<file path="config.mk">
export PLATFORM = sky130hd
export DESIGN_NAME = load_store_unit_flat
export DESIGN_NICKNAME = d
export VERILOG_FILES = /design/src/rtl/lsu_pkg.sv /design/src/rtl/load_store_unit_if.sv /design/src/rtl/byte_lane_align.sv /design/src/rtl/load_store_unit.sv /design/src/flat_wrapper.sv
export SDC_FILE = /design/constraint.sdc
export NUM_CORES = 1
export LEC_CHECK = 0
export CAP_MARGIN = 10
export CORE_AREA = 2 2 142 144
export CTS_BUF_LIST = sky130_fd_sc_hd__clkbuf_8
export DETAILED_ROUTE_END_ITERATION = 12
export DIE_AREA = 0 0 144 146
export PLACE_DENSITY = 0.7
export SLEW_MARGIN = 20
export SYNTH_ARGS = -nofsm -noshare
export SYNTH_HDL_FRONTEND = slang
export SYNTH_SLANG_ARGS = --single-unit
</file>
<file path="constraint.sdc">
create_clock -name clock -period 2.3 [get_ports clock]
set_input_delay 0.345 -clock clock [delete_from_list [all_inputs] [get_ports clock]]
set_output_delay 0.345 -clock clock [all_outputs]
set_load 0.005 [all_outputs]
</file>
<file path="src/rtl/lsu_pkg.sv">
// Shared types and helpers for the load/store unit: FSM states, RISC-V funct3
// size codes and the legality/alignment checks applied to every request.
package lsu_pkg;

    typedef enum logic [1:0] {
        IDLE  = 2'd0,
        READ  = 2'd1,
        WRITE = 2'd2,
        RESP  = 2'd3
    } lsu_state_t;

    localparam logic [2:0] F3_B  = 3'b000;
    localparam logic [2:0] F3_H  = 3'b001;
    localparam logic [2:0] F3_W  = 3'b010;
    localparam logic [2:0] F3_BU = 3'b100;
    localparam logic [2:0] F3_HU = 3'b101;

    function automatic logic is_aligned(logic [2:0] funct3, logic [1:0] addr_lo);
        case (funct3[1:0])
            2'b00:   return 1'b1;
            2'b01:   return (addr_lo[0] == 1'b0);
            2'b10:   return (addr_lo == 2'b00);
            default: return 1'b0;
        endcase
    endfunction

    // Stores only have the signed-size encodings; loads also allow lbu/lhu.
    function automatic logic is_legal(logic write, logic [2:0] funct3);
        if (write) begin
            return (funct3 == F3_B) || (funct3 == F3_H) || (funct3 == F3_W);
        end
        return (funct3 == F3_B) || (funct3 == F3_H) || (funct3 == F3_W) ||
               (funct3 == F3_BU) || (funct3 == F3_HU);
    endfunction

endpackage

</file>
<file path="src/rtl/load_store_unit_if.sv">
// Core request/response handshake plus the word-wide data memory port.
// master = core and memory side, slave = the load/store unit.
interface load_store_unit_if #(
    parameter int address_width = 32,
    parameter int word_width    = 32
);
    logic                     req_valid;
    logic                     req_ready;
    logic                     req_write;
    logic [2:0]               req_funct3;
    logic [address_width-1:0] req_address;
    logic [word_width-1:0]    req_write_data;
    logic                     resp_valid;
    logic                     resp_ready;
    logic [word_width-1:0]    resp_read_data;
    logic                     resp_error;
    logic [address_width-1:0] mem_address;
    logic                     mem_write_enable;
    logic [word_width-1:0]    mem_write_data;
    logic [word_width-1:0]    mem_read_data;

    modport master (
        output req_valid, req_write, req_funct3, req_address, req_write_data,
        output resp_ready, mem_read_data,
        input  req_ready, resp_valid, resp_read_data, resp_error,
        input  mem_address, mem_write_enable, mem_write_data
    );

    modport slave (
        input  req_valid, req_write, req_funct3, req_address, req_write_data,
        input  resp_ready, mem_read_data,
        output req_ready, resp_valid, resp_read_data, resp_error,
        output mem_address, mem_write_enable, mem_write_data
    );
endinterface

</file>
<file path="src/rtl/byte_lane_align.sv">
// Combinational lane steering: extracts and extends a load lane, and merges
// sub-word store data into the previously read word.
module byte_lane_align
    import lsu_pkg::*;
(
    input  logic [2:0]  funct3,
    input  logic [1:0]  addr_lo,
    input  logic [31:0] read_word,
    input  logic [31:0] store_data,
    output logic [31:0] load_data,
    output logic [31:0] merged_word
);

    logic [31:0] shifted;

    // Halfwords are aligned, so shifting by the byte offset lands them at bit 0.
    always_comb begin
        shifted   = read_word >> {addr_lo, 3'b000};
        load_data = read_word;
        case (funct3)
            F3_B:    load_data = {{24{shifted[7]}}, shifted[7:0]};
            F3_BU:   load_data = {24'h000000, shifted[7:0]};
            F3_H:    load_data = {{16{shifted[15]}}, shifted[15:0]};
            F3_HU:   load_data = {16'h0000, shifted[15:0]};
            default: load_data = read_word;
        endcase
    end

    generate
        for (genvar gi = 0; gi < 4; gi++) begin : g_lane
            logic       lane_sel;
            logic [7:0] lane_src;

            always_comb begin
                lane_sel = 1'b1;
                lane_src = store_data[8*gi +: 8];
                case (funct3[1:0])
                    2'b00: begin
                        lane_sel = (addr_lo == 2'(gi));
                        lane_src = store_data[7:0];
                    end
                    2'b01: begin
                        lane_sel = (addr_lo[1] == 1'(gi / 2));
                        lane_src = store_data[8*(gi % 2) +: 8];
                    end
                    default: ;
                endcase
            end

            assign merged_word[8*gi +: 8] = lane_sel ? lane_src : read_word[8*gi +: 8];
        end
    endgenerate

endmodule

</file>
<file path="src/rtl/load_store_unit.sv">
// Load/store unit: one request at a time, read-modify-write for sub-word
// stores, sign/zero-extended loads and a per-request misalignment error.
module load_store_unit
    import lsu_pkg::*;
#(
    parameter int address_width = 32,
    parameter int word_width    = 32
) (
    input  logic               clock,
    input  logic               reset_n,
    load_store_unit_if.slave   bus
);

    lsu_state_t               state_q, state_d;
    logic                     write_q, write_d;
    logic [2:0]               funct3_q, funct3_d;
    logic [1:0]               addr_lo_q, addr_lo_d;
    logic [word_width-1:0]    wdata_q, wdata_d;
    logic [word_width-1:0]    resp_data_q, resp_data_d;
    logic                     resp_error_q, resp_error_d;
    logic [address_width-1:0] mem_address_q, mem_address_d;
    logic [word_width-1:0]    mem_write_data_q, mem_write_data_d;

    logic [31:0] load_data;
    logic [31:0] merged_word;
    logic        accept;
    logic        req_bad;

    byte_lane_align u_align (
        .funct3      (funct3_q),
        .addr_lo     (addr_lo_q),
        .read_word   (bus.mem_read_data),
        .store_data  (wdata_q),
        .load_data   (load_data),
        .merged_word (merged_word)
    );

    assign accept  = bus.req_valid && (state_q == IDLE);
    assign req_bad = !is_legal(bus.req_write, bus.req_funct3) ||
                     !is_aligned(bus.req_funct3, bus.req_address[1:0]);

    always_comb begin
        state_d          = state_q;
        write_d          = write_q;
        funct3_d         = funct3_q;
        addr_lo_d        = addr_lo_q;
        wdata_d          = wdata_q;
        resp_data_d      = resp_data_q;
        resp_error_d     = resp_error_q;
        mem_address_d    = mem_address_q;
        mem_write_data_d = mem_write_data_q;

        case (state_q)
            IDLE: begin
                if (accept) begin
                    write_d      = bus.req_write;
                    funct3_d     = bus.req_funct3;
                    addr_lo_d    = bus.req_address[1:0];
                    wdata_d      = bus.req_write_data;
                    resp_data_d  = '0;
                    resp_error_d = 1'b0;
                    if (req_bad) begin
                        resp_error_d = 1'b1;
                        state_d      = RESP;
                    end else begin
                        mem_address_d = {bus.req_address[address_width-1:2], 2'b00};
                        if (bus.req_write && (bus.req_funct3 == F3_W)) begin
                            mem_write_data_d = bus.req_write_data;
                            state_d          = WRITE;
                        end else begin
                            state_d = READ;
                        end
                    end
                end
            end
            READ: begin
                if (write_q) begin
                    mem_write_data_d = merged_word;
                    state_d          = WRITE;
                end else begin
                    resp_data_d = load_data;
                    state_d     = RESP;
                end
            end
            WRITE: state_d = RESP;
            RESP: begin
                if (bus.resp_ready) begin
                    state_d = IDLE;
                end
            end
            default: state_d = IDLE;
        endcase
    end

    always_ff @(posedge clock) begin
        if (!reset_n) begin
            state_q          <= IDLE;
            write_q          <= 1'b0;
            funct3_q         <= 3'b000;
            addr_lo_q        <= 2'b00;
            wdata_q          <= '0;
            resp_data_q      <= '0;
            resp_error_q     <= 1'b0;
            mem_address_q    <= '0;
            mem_write_data_q <= '0;
        end else begin
            state_q          <= state_d;
            write_q          <= write_d;
            funct3_q         <= funct3_d;
            addr_lo_q        <= addr_lo_d;
            wdata_q          <= wdata_d;
            resp_data_q      <= resp_data_d;
            resp_error_q     <= resp_error_d;
            mem_address_q    <= mem_address_d;
            mem_write_data_q <= mem_write_data_d;
        end
    end

    assign bus.req_ready        = (state_q == IDLE);
    assign bus.resp_valid       = (state_q == RESP);
    assign bus.resp_read_data   = resp_data_q;
    assign bus.resp_error       = resp_error_q;
    assign bus.mem_address      = mem_address_q;
    assign bus.mem_write_enable = (state_q == WRITE);
    assign bus.mem_write_data   = mem_write_data_q;

endmodule

</file>
<file path="src/flat_wrapper.sv">
// flat-port wrapper written by rule: the top's interface ports become plain ports
module load_store_unit_flat import lsu_pkg::*;
#(
    parameter int address_width = 32,
    parameter int word_width    = 32
)
  (clock, reset_n, bus_req_valid, bus_req_write, bus_req_funct3, bus_req_address, bus_req_write_data, bus_resp_ready, bus_mem_read_data, bus_req_ready, bus_resp_valid, bus_resp_read_data, bus_resp_error, bus_mem_address, bus_mem_write_enable, bus_mem_write_data);
  load_store_unit_if #(.address_width(address_width), .word_width(word_width)) bus_i ();
  input  logic clock;
  input  logic reset_n;
  input wire logic [$bits(bus_i.req_valid)-1:0] bus_req_valid;
  input wire logic [$bits(bus_i.req_write)-1:0] bus_req_write;
  input wire logic [$bits(bus_i.req_funct3)-1:0] bus_req_funct3;
  input wire logic [$bits(bus_i.req_address)-1:0] bus_req_address;
  input wire logic [$bits(bus_i.req_write_data)-1:0] bus_req_write_data;
  input wire logic [$bits(bus_i.resp_ready)-1:0] bus_resp_ready;
  input wire logic [$bits(bus_i.mem_read_data)-1:0] bus_mem_read_data;
  output wire logic [$bits(bus_i.req_ready)-1:0] bus_req_ready;
  output wire logic [$bits(bus_i.resp_valid)-1:0] bus_resp_valid;
  output wire logic [$bits(bus_i.resp_read_data)-1:0] bus_resp_read_data;
  output wire logic [$bits(bus_i.resp_error)-1:0] bus_resp_error;
  output wire logic [$bits(bus_i.mem_address)-1:0] bus_mem_address;
  output wire logic [$bits(bus_i.mem_write_enable)-1:0] bus_mem_write_enable;
  output wire logic [$bits(bus_i.mem_write_data)-1:0] bus_mem_write_data;
  assign bus_i.req_valid = bus_req_valid;
  assign bus_i.req_write = bus_req_write;
  assign bus_i.req_funct3 = bus_req_funct3;
  assign bus_i.req_address = bus_req_address;
  assign bus_i.req_write_data = bus_req_write_data;
  assign bus_i.resp_ready = bus_resp_ready;
  assign bus_i.mem_read_data = bus_mem_read_data;
  assign bus_req_ready = bus_i.req_ready;
  assign bus_resp_valid = bus_i.resp_valid;
  assign bus_resp_read_data = bus_i.resp_read_data;
  assign bus_resp_error = bus_i.resp_error;
  assign bus_mem_address = bus_i.mem_address;
  assign bus_mem_write_enable = bus_i.mem_write_enable;
  assign bus_mem_write_data = bus_i.mem_write_data;
  load_store_unit #(.address_width(address_width), .word_width(word_width)) u_core (.clock(clock), .reset_n(reset_n), .bus(bus_i));
endmodule
</file>
# Yosys cells after proc, flatten, opt, wreduce, memory -nomap -nowiden
# Cells that the tools add are included.
# totals
ff_bits	135
input_bits	104
elab_cells	89
# classes
n_reduce_logical	23
shift	1
n_bitwise	3
muxes	31
n_eq_ne	22
# ops
op	count
$mux 32	6
$pmux 32 s2	2
$pmux 32 s4	1
$mux 8	6
$shr 32x5->16	1
$pmux 8 s2	1
$eq 3x3->1 const B	4
$eq 2x2->1 const B	5
$logic_not 2->1	5
$eq 2x1->1 const B	4
$mux 2	4
$pmux 1 s2	4
$pmux 2 s4	1
$eq 3x1->1 const B	2
$logic_not 3->1	2
$ne 2x1->1 const B	3
$ne 2x2->1 const B	3
$reduce_and 3->1	2
$logic_or 1x1->1	5
$mux 1	5
$reduce_and 5->1	1
$reduce_and 2->1	2
$eq 3x2->1 const B	1
$not 1->1	3
5 further kinds	7

# Logic depth before layout (Yosys ltp)
# Gate-level depths: netlist (run 1).
# depth
ltp_word	11
depth_mapped	9
mapped_depth_nobuf	6

# By module
# From an unflattened synthesis (run 1), not the netlist that was laid out.
# unflattened
cells_unflattened	822
area_unflattened_um2	6829.0
# modules_own_cells
mod	n_inst	area_each_um2	seq_area_each_um2	cells_each
load_store_unit	1	5109.9	2702.6	598
byte_lane_align	1	1719.1	0.0	224

# Least setup slack after synthesis (run 1)
# Ideal clock, no wire load.
# synth_path
path_kind	reg-to-reg
from	register u_core.state_q[0]
to	register u_core.mem_write_data_q[10] (netlist: u_core.bus.mem_write_data[10])
path_buffers	3
setup_time_ps	119
required_time_ps	2181
arrival_ps	2004
path_slack_ps	178
stages_incl_launch_ff	10
path_cell_list	dfxtp_1 > inv_1 > ha_1 > clkbuf_1 > nand2_1 > or4_4 > buf_6 > buf_8 > a2bb2oi_1 > o221a_1
# synth_via
elab_chain_cells	4
elab_cells_between_ends	10
cone_classes	eq/ne (5); mux (1); reduce/logical (4)
# synth_rtl
element	line	rtl
from (decl)	load_store_unit.sv:14	lsu_state_t state_q, state_d;
from (signal assigned)	load_store_unit.sv:107	state_q <= state_d;
$logic_not 2->1 *	-	
net bus_req_ready	flat_wrapper.sv:18	output wire logic [$bits(bus_i.req_ready)-1:0] bus_req_ready;
$logic_and 1x1->1	load_store_unit.sv:38	assign accept = bus.req_valid && (state_q == IDLE);
$ne 2x1->1 (no line)	-	
$reduce_and 5->1 (no line)	-	
to (signal assigned)	load_store_unit.sv:115	mem_write_data_q <= mem_write_data_d;
to (decl)	load_store_unit.sv:22	logic [word_width-1:0] mem_write_data_q, mem_write_data_d;
# The timed path passes the listed nets; every way through them passes the cells marked *.
# A chain may end at the register's enable or synchronous reset.

# Worst setup path in the final report (run 1)
# layout_path
from	register u_core.state_q[0]
to	output bus_req_ready
# layout_via
elab_chain_cells	1
# layout_rtl
element	line	rtl
$logic_not 2->1	load_store_unit.sv:119	assign bus.req_ready = (state_q == IDLE);
to (decl)	flat_wrapper.sv:18	
# Every way passes these cells.

==> out/results.ini, run 1 <==
[placed_design]
dp_cells=1227
postPlaceCellArea_mm2=0.00914
dp_hpwl_um=17200
gp_congestion=0.903
portBuffers=201

[routing]
post-route-drc-count=0
dr.pass1.iters=7
route.vias.total=6856
first_iter_violations=524
post_drt_via_cell_ratio=5.45
wl_um=23800
final_antenna_net_count=0
wl_per_cell_um=18.9

[yosys]
synth_warnings=0
synth-xor-area-share_pct=0
synth_edf_count=0
synth.mux.area_fraction_pct=3.96
synth-adder-area-share_pct=0.747
synthDistinctLibCells=57
synth_top_family_by_area=compound AO/OA/AOI/OAI gates
synthSimpleGateAreaFrac_pct=15.7
synthArstFlopShare_pct=0
netlist_area_mm2=0.00670
synth_flop_cell=dfxtp_1
ys_seq_area_share_pct=40.3
synth_compound_area_share_pct=32.5
syn-instance-count=799
synth.ff_latch_count=135
syn_area_per_cell_um2=8.39

[status]
run_status=completed

[worst_hold_path]
holdPathStages=3
min_path_type=input port to register
holdPathEnd=u_core.bus.mem_address[14]$_SDFFE_PN0P_
hold_start=bus_req_address[14]

[timing]
finalCritPeriodShare_pct=95.7
relSlewSlack_pct=57.5
clock_skew_ps=8.67
timing.fmax_ghz=0.454
rsz0062_at_grt=false
slew_violations=0
period_minus_slack_ps=2200
tightest_slew_ps=637
setup_viol_count_final=0
finalSetupTns_ps=0
finalHoldViolations=0

[global_routing]
grt_pass1_vias=6682
grt_start_max_net_pins=105
antenna_found_initial=0
grt_pass1_wl_um=36700
gr-total-overflow=0
grt_use_total_pct=22.4

[worst_setup_path]
worstPathMaxFanout=11
cp-end-kind=output port
critPathLaunchType=register
worstSetupPathType=register to output port
worstReg2RegStart=u_core.state_q[0]$_SDFFE_PN0P_
cp.arrival_ps=1860
r2r_slack_ps=180
slowest_stage=clkdlybuf4s50_1
max_stage_delay_ps=530
timing.rr.end=u_core.bus.resp_read_data[28]$_SDFFE_PN0P_
worst_path_dominant_cell_family=buffers and inverters
critPathRequiredTime_ps=1960
path_buf_inv=3
reg2reg_depth=7
path_cells=inv_1 > ha_2 > buf_4 > clkdlybuf4s50_1

[power_and_ir_drop]
report.power.total_mw=8.51
switchingPower_mw=3.03
p_int_mw=5.48
max-vdd-ir-drop_mv=0.470
powerDensity_mw_per_mm2=890
p_clk_share_pct=25.0
p_comb_share_pct=39.1
p_sw_share_pct=35.6
seqPwrFrac_pct=35.9
p_leak_nw=3.21

[floorplanning]
dieArea_mm2=0.0210
core_area_mm2=0.0193
dieWidth_um=144
std_cell_rows=51
ioPinCount=204
start_util_pct=34.7
die_height_um=146

[clocking]
cts_tree=done
clock_sinks=135
path_clk_slew_ps=80
cts_hold_buf=0
cts_setup_buffers=0
postCtsResizedCells=0
clock-root-buffer=clkbuf_8
clock_latency_ps=460
cts_made_buffers=17
cts.htree.levels=4
max-clock-path-buffers=2

[layout]
drive_gt1_share_pct=10.8
syn_to_final_growth_pct=42.7
layout.cells.non_filler=1258
fin_nets=1089
post-route-util_pct=49.5
fin_area_mm2=0.00956
n_antenna_cell=0
fillCellCount=1865
final_common_cell=clkdlybuf4s50_1
layout_common_cells=clkdlybuf4s50_1 (201), nand2_1 (164), dfxtp_1 (134)

[flow_run]
drv_cap=0

==> synth_stat cells, drive strengths merged, types with 13 or more instances <==
library cell,n,area share [%]
a22oi,23,2.6
o21bai,16,1.8
dfxtp,135,40
a221o,13,1.9
mux2i,13,1.9
a32o,14,2.1
buf,19,1.8
a2bb2oi,16,2.1
o221a,18,3.0
a22o,14,1.8
a211oi,18,2.0
clkbuf,63,3.5
a21oi,88,6.6
o211ai,23,2.6
inv,21,1.2
nand3,13,0.97
o21ai,17,1.3
nand2,164,9.2
==> per-stage QoR <==
step / hold slack (ps) / setup slack (ps)
after global routing: 417 / 7.10
after global placement: 440 / -145
after CTS: 398 / 27.3
final: 431 / 98.0
after floorplan: 436 / 178
after detailed placement: 446 / -169
==> how the worst max path moves through the flow <==
stage | start | depth (start not counted) | endpoint
after detailed placement | bus_req_funct3[2] | 5 | u_core.bus.mem_write_data[15]$_SDFFE_PN0P_
after CTS | u_core.state_q[0]$_SDFFE_PN0P_ | 4 | bus_req_ready
after global placement | bus_req_funct3[2] | 5 | u_core.bus.mem_write_data[15]$_SDFFE_PN0P_
after floorplan | u_core.state_q[0]$_SDFFE_PN0P_ | 9 | u_core.bus.mem_write_data[10]$_SDFFE_PN0P_
final | u_core.state_q[0]$_SDFFE_PN0P_ | 4 | bus_req_ready
after global routing | u_core.state_q[0]$_SDFFE_PN0P_ | 4 | bus_req_ready
==> tightest hold or removal path, stage by stage <==
cell and delay, ps:
clkdlybuf4s50_1 390, nand2_1 50, a21oi_1 50
==> power by group through the flow <==
stage                     combinational (mW)  clock, mW  sequential, mW
after floorplan                         1.81          0            3.01
after global placement                  3.27          0            3.09
after detailed placement                3.30          0            3.10
after CTS                               3.31       2.17            3.05
after global routing                    3.63       2.27            3.10
final                                   3.33       2.12            3.06
==> final cells by class <==
type / instances / area, um^2 / share of cell area (%)
clock inverter: 10 / 129 / 1.35
tap: 265 / 332 / 3.47
sequential: 135 / 2700 / 28.3
inverter: 23 / 86.3 / 0.903
multi-input combinational: 560 / 3580 / 37.4
timing repair buffer: 244 / 2450 / 25.6
clock buffer: 21 / 289 / 3.02
==> state kept, by name (all words and copies together) (netlist names) <==
| signal | flops |
|---|---|
| u_core.state_q | 2 |
| u_core.bus.mem_address | 30 |
| u_core.bus.resp_read_data | 32 |
| u_core.funct3_q | 3 |
| u_core.bus.resp_error | 1 |
| u_core.addr_lo_q | 2 |
| u_core.write_q | 1 |
| u_core.bus.mem_write_data | 32 |
| u_core.wdata_q | 32 |
==> per-layer routing <==
| layer | vias to the layer above | part of all wire, % | global-route usage, % |
|---|---|---|---|
| met4 | 0 | 2.4 | 7.40 |
| met1 | 3194 | 43 | 28.6 |
| li1 | 3314 | - | - |
| met5 | - | 0 | 0 |
| met3 | 37 | 8.8 | 6.78 |
| met2 | 311 | 46 | 36.0 |
==> kinds of logic after synthesis <==
| kind of cell | count (synthesis) |
|---|---|
| buffers and inverters | 105 |
| muxes | 23 |
| AOI/OAI and AO/OA | 296 |
| and+or+nand+nor | 235 |
| other | 1 |
| adders and majority gates | 4 |
| DFF | 135 |
Note: power is estimated with default switching activity, not from simulation.
==> inputs of run 2 (changes only) <==
--- a/config.mk
+++ b/config.mk
@@ -5,12 +5,15 @@
 export SDC_FILE = /design/constraint.sdc
 export NUM_CORES = 1
 export LEC_CHECK = 0
+export ABC_CLOCK_PERIOD_IN_PS = 2300
 export CAP_MARGIN = 10
+export CELL_PAD_IN_SITES_DETAIL_PLACEMENT = 1
+export CELL_PAD_IN_SITES_GLOBAL_PLACEMENT = 1
 export CORE_AREA = 2 2 142 144
 export CTS_BUF_LIST = sky130_fd_sc_hd__clkbuf_8
 export DETAILED_ROUTE_END_ITERATION = 12
 export DIE_AREA = 0 0 144 146
-export PLACE_DENSITY = 0.7
+export PLACE_DENSITY = 0.89
 export SLEW_MARGIN = 20
 export SYNTH_ARGS = -nofsm -noshare
 export SYNTH_HDL_FRONTEND = slang
==> run 2 against run 1 <==
Cell count increased by 0.56%. Clock skew grew 5.1 ps. Clock-buffer cell count decreased by 1. Clock power is 4% lower. Highest routed layer unchanged.
==> out/results.ini, run 2 (synthesis results as in run 1) <==
[worst_setup_path]
critPathRequiredTime_ps=1960  ; about the same
max_stage_delay_ps=470  ; -60 ps
path_cells=inv_1 > ha_1 > buf_4 > clkdlybuf4s50_1
reg2reg_depth=7  ; unchanged
worst_path_dominant_cell_family=buffers and inverters
path_buf_inv=3  ; unchanged
cp_num_cells=4  ; unchanged
cp-end-kind=output port
critPathLaunchType=register
worstSetupPathType=register to output port
worstPathMaxFanout=6  ; -5
cp.arrival_ps=1810  ; -50 ps
slowest_stage=clkdlybuf4s50_1

[status]
run_status=completed

[clocking]
max-clock-path-buffers=2  ; unchanged
clock_latency_ps=460  ; about the same
clock_sinks=135  ; unchanged
cts_made_buffers=17  ; unchanged
clock-root-buffer=clkbuf_8
cts.htree.levels=4  ; unchanged
cts_tree=done
cts_hold_buf=0  ; unchanged
path_clk_slew_ps=90  ; about the same

[layout]
n_antenna_cell=0  ; unchanged
post-route-util_pct=49.5  ; about the same
fin_nets=1095  ; +0.55%
syn_to_final_growth_pct=42.7  ; about the same
final_common_cell=clkdlybuf4s50_1
layout_common_cells=clkdlybuf4s50_1 (201), nand2_1 (164), dfxtp_1 (134)
drive_gt1_share_pct=11.3  ; +0.52 points
fin_area_mm2=0.00956  ; about the same

[worst_hold_path]
holdPathStages=3  ; unchanged
min_path_type=input port to register

[timing]
setup_viol_count_final=0  ; unchanged
finalHoldViolations=0  ; unchanged
relSlewSlack_pct=54.9  ; -2.5 points
tightest_slew_ps=676  ; +39.4 ps
finalCritPeriodShare_pct=93.8  ; -2.0 points
timing.fmax_ghz=0.464  ; +2.1%
fin_ws_ps=143  ; +45.2 ps
period_minus_slack_ps=2160  ; -45.2 ps
slew_violations=0  ; unchanged
clock_skew_ps=13.8  ; +5.13 ps
rsz0062_at_grt=false

[routing]
wl_um=26900  ; +13%
wl_met3_um=2030  ; -2.6%
met1_length_um=10900  ; +7.0%
final_antenna_net_count=0  ; unchanged
post_drt_via_cell_ratio=5.69  ; +4.4%
dr.pass1.iters=6  ; -1
maxUsedRoutingLayer=met4
post-route-drc-count=0  ; unchanged
first_iter_violations=545  ; +4.0%
met2WireLength_um=13200  ; +21%
wl_per_cell_um=21.3  ; +12%
route.vias.total=7196  ; +5.0%

[global_routing]
gr-total-overflow=0  ; unchanged
grt_start_max_net_pins=105  ; unchanged
grt_pass1_vias=7414  ; +11%
grt_use_total_pct=25.3  ; +2.9 points
antenna_found_initial=0  ; unchanged
grt_pass1_wl_um=41300  ; +13%

[floorplanning]
dieWidth_um=144  ; unchanged
std_cell_rows=51  ; unchanged
start_util_pct=34.7  ; unchanged
ioPinCount=204  ; unchanged
core_area_mm2=0.0193  ; unchanged
die_height_um=146  ; unchanged
dieArea_mm2=0.0210  ; unchanged

[placed_design]
postPlaceCellArea_mm2=0.00916  ; +0.22%
portBuffers=201  ; unchanged
place_ws_ps=-174  ; -4.53 ps
dp_hpwl_um=19600  ; +14%
gp_congestion=0.911  ; +0.88%

[power_and_ir_drop]
max-vdd-ir-drop_mv=0.555  ; +18%
p_leak_nw=3.21  ; +0.16%
powerDensity_mw_per_mm2=896  ; +0.75%

[flow_run]
drv_cap=0  ; unchanged

## run 2: stage by stage
stage	TNS [ps]	power (mW)	instances	hold slack, ps
after floorplan	0	4.82	800	436
after global placement	-1580	6.39	1233	441
after detailed placement	-2610	6.52	1233	449
after CTS	0	8.59	1265	397
after global routing	0	9.02	1265	405
final	0	8.57	1265	422
## run 2: path summary, 6_finish.rpt
path	endpoint	slack (ps)	from
worst max-delay path	bus_req_ready	140	u_core.state_q[0]$_SDFFE_PN0P_
worst min-delay path	u_core.bus.mem_address[9]$_SDFFE_PN0P_	420	bus_req_address[9]
worst max register to register	u_core.bus.mem_write_data[15]$_SDFFE_PN0P_	200	u_core.state_q[1]$_SDFFE_PN0P_
worst min register to register	u_core.bus.mem_address[24]$_SDFFE_PN0P_	460	u_core.bus.mem_address[24]$_SDFFE_PN0P_
## run 2: routing by layer
metal | vias to the layer above | track usage [%]
met5 | - | 0
li1 | 3316 | -
met1 | 3514 | 30.9
met3 | 60 | 6.25
met2 | 306 | 42.3
met4 | 0 | 10.1
## run 2: tightest hold or removal path, cell delays in order
cell and delay (ps):
clkdlybuf4s50_1 390, nand2_1 50, a21oi_1 50
## run 2: layout make-up
class                      count  area [um^2]
timing repair buffer         250         2470
clock inverter                12          126
inverter                      23         86.3
multi-input combinational    560         3570
tap                          265          332
sequential                   135         2700
fill                        2256         9770
clock buffer                  20          275
## run 2: timing repair
item,CTS,global route
setup endpoints to repair,0,1
buffers inserted,0,0
endpoints found under the hold margin,0,0
resized for setup,0,1
## run 2: report_power, final
group | leakage, nW | switching (mW) | internal (mW)
clock | 0.198 | 1.00 | 1.04
sequential | 1.10 | 0.335 | 2.74
combinational | 1.92 | 1.87 | 1.58
==> inputs of run 3 (changes only) <==
--- a/config.mk
+++ b/config.mk
@@ -14,7 +14,6 @@
 export DETAILED_ROUTE_END_ITERATION = 12
 export DIE_AREA = 0 0 144 146
 export PLACE_DENSITY = 0.89
-export SLEW_MARGIN = 20
 export SYNTH_ARGS = -nofsm -noshare
 export SYNTH_HDL_FRONTEND = slang
 export SYNTH_SLANG_ARGS = --single-unit
==> results of run 3 <==
Same layout as run 2: the final DEF is identical, and so are final timing and power.
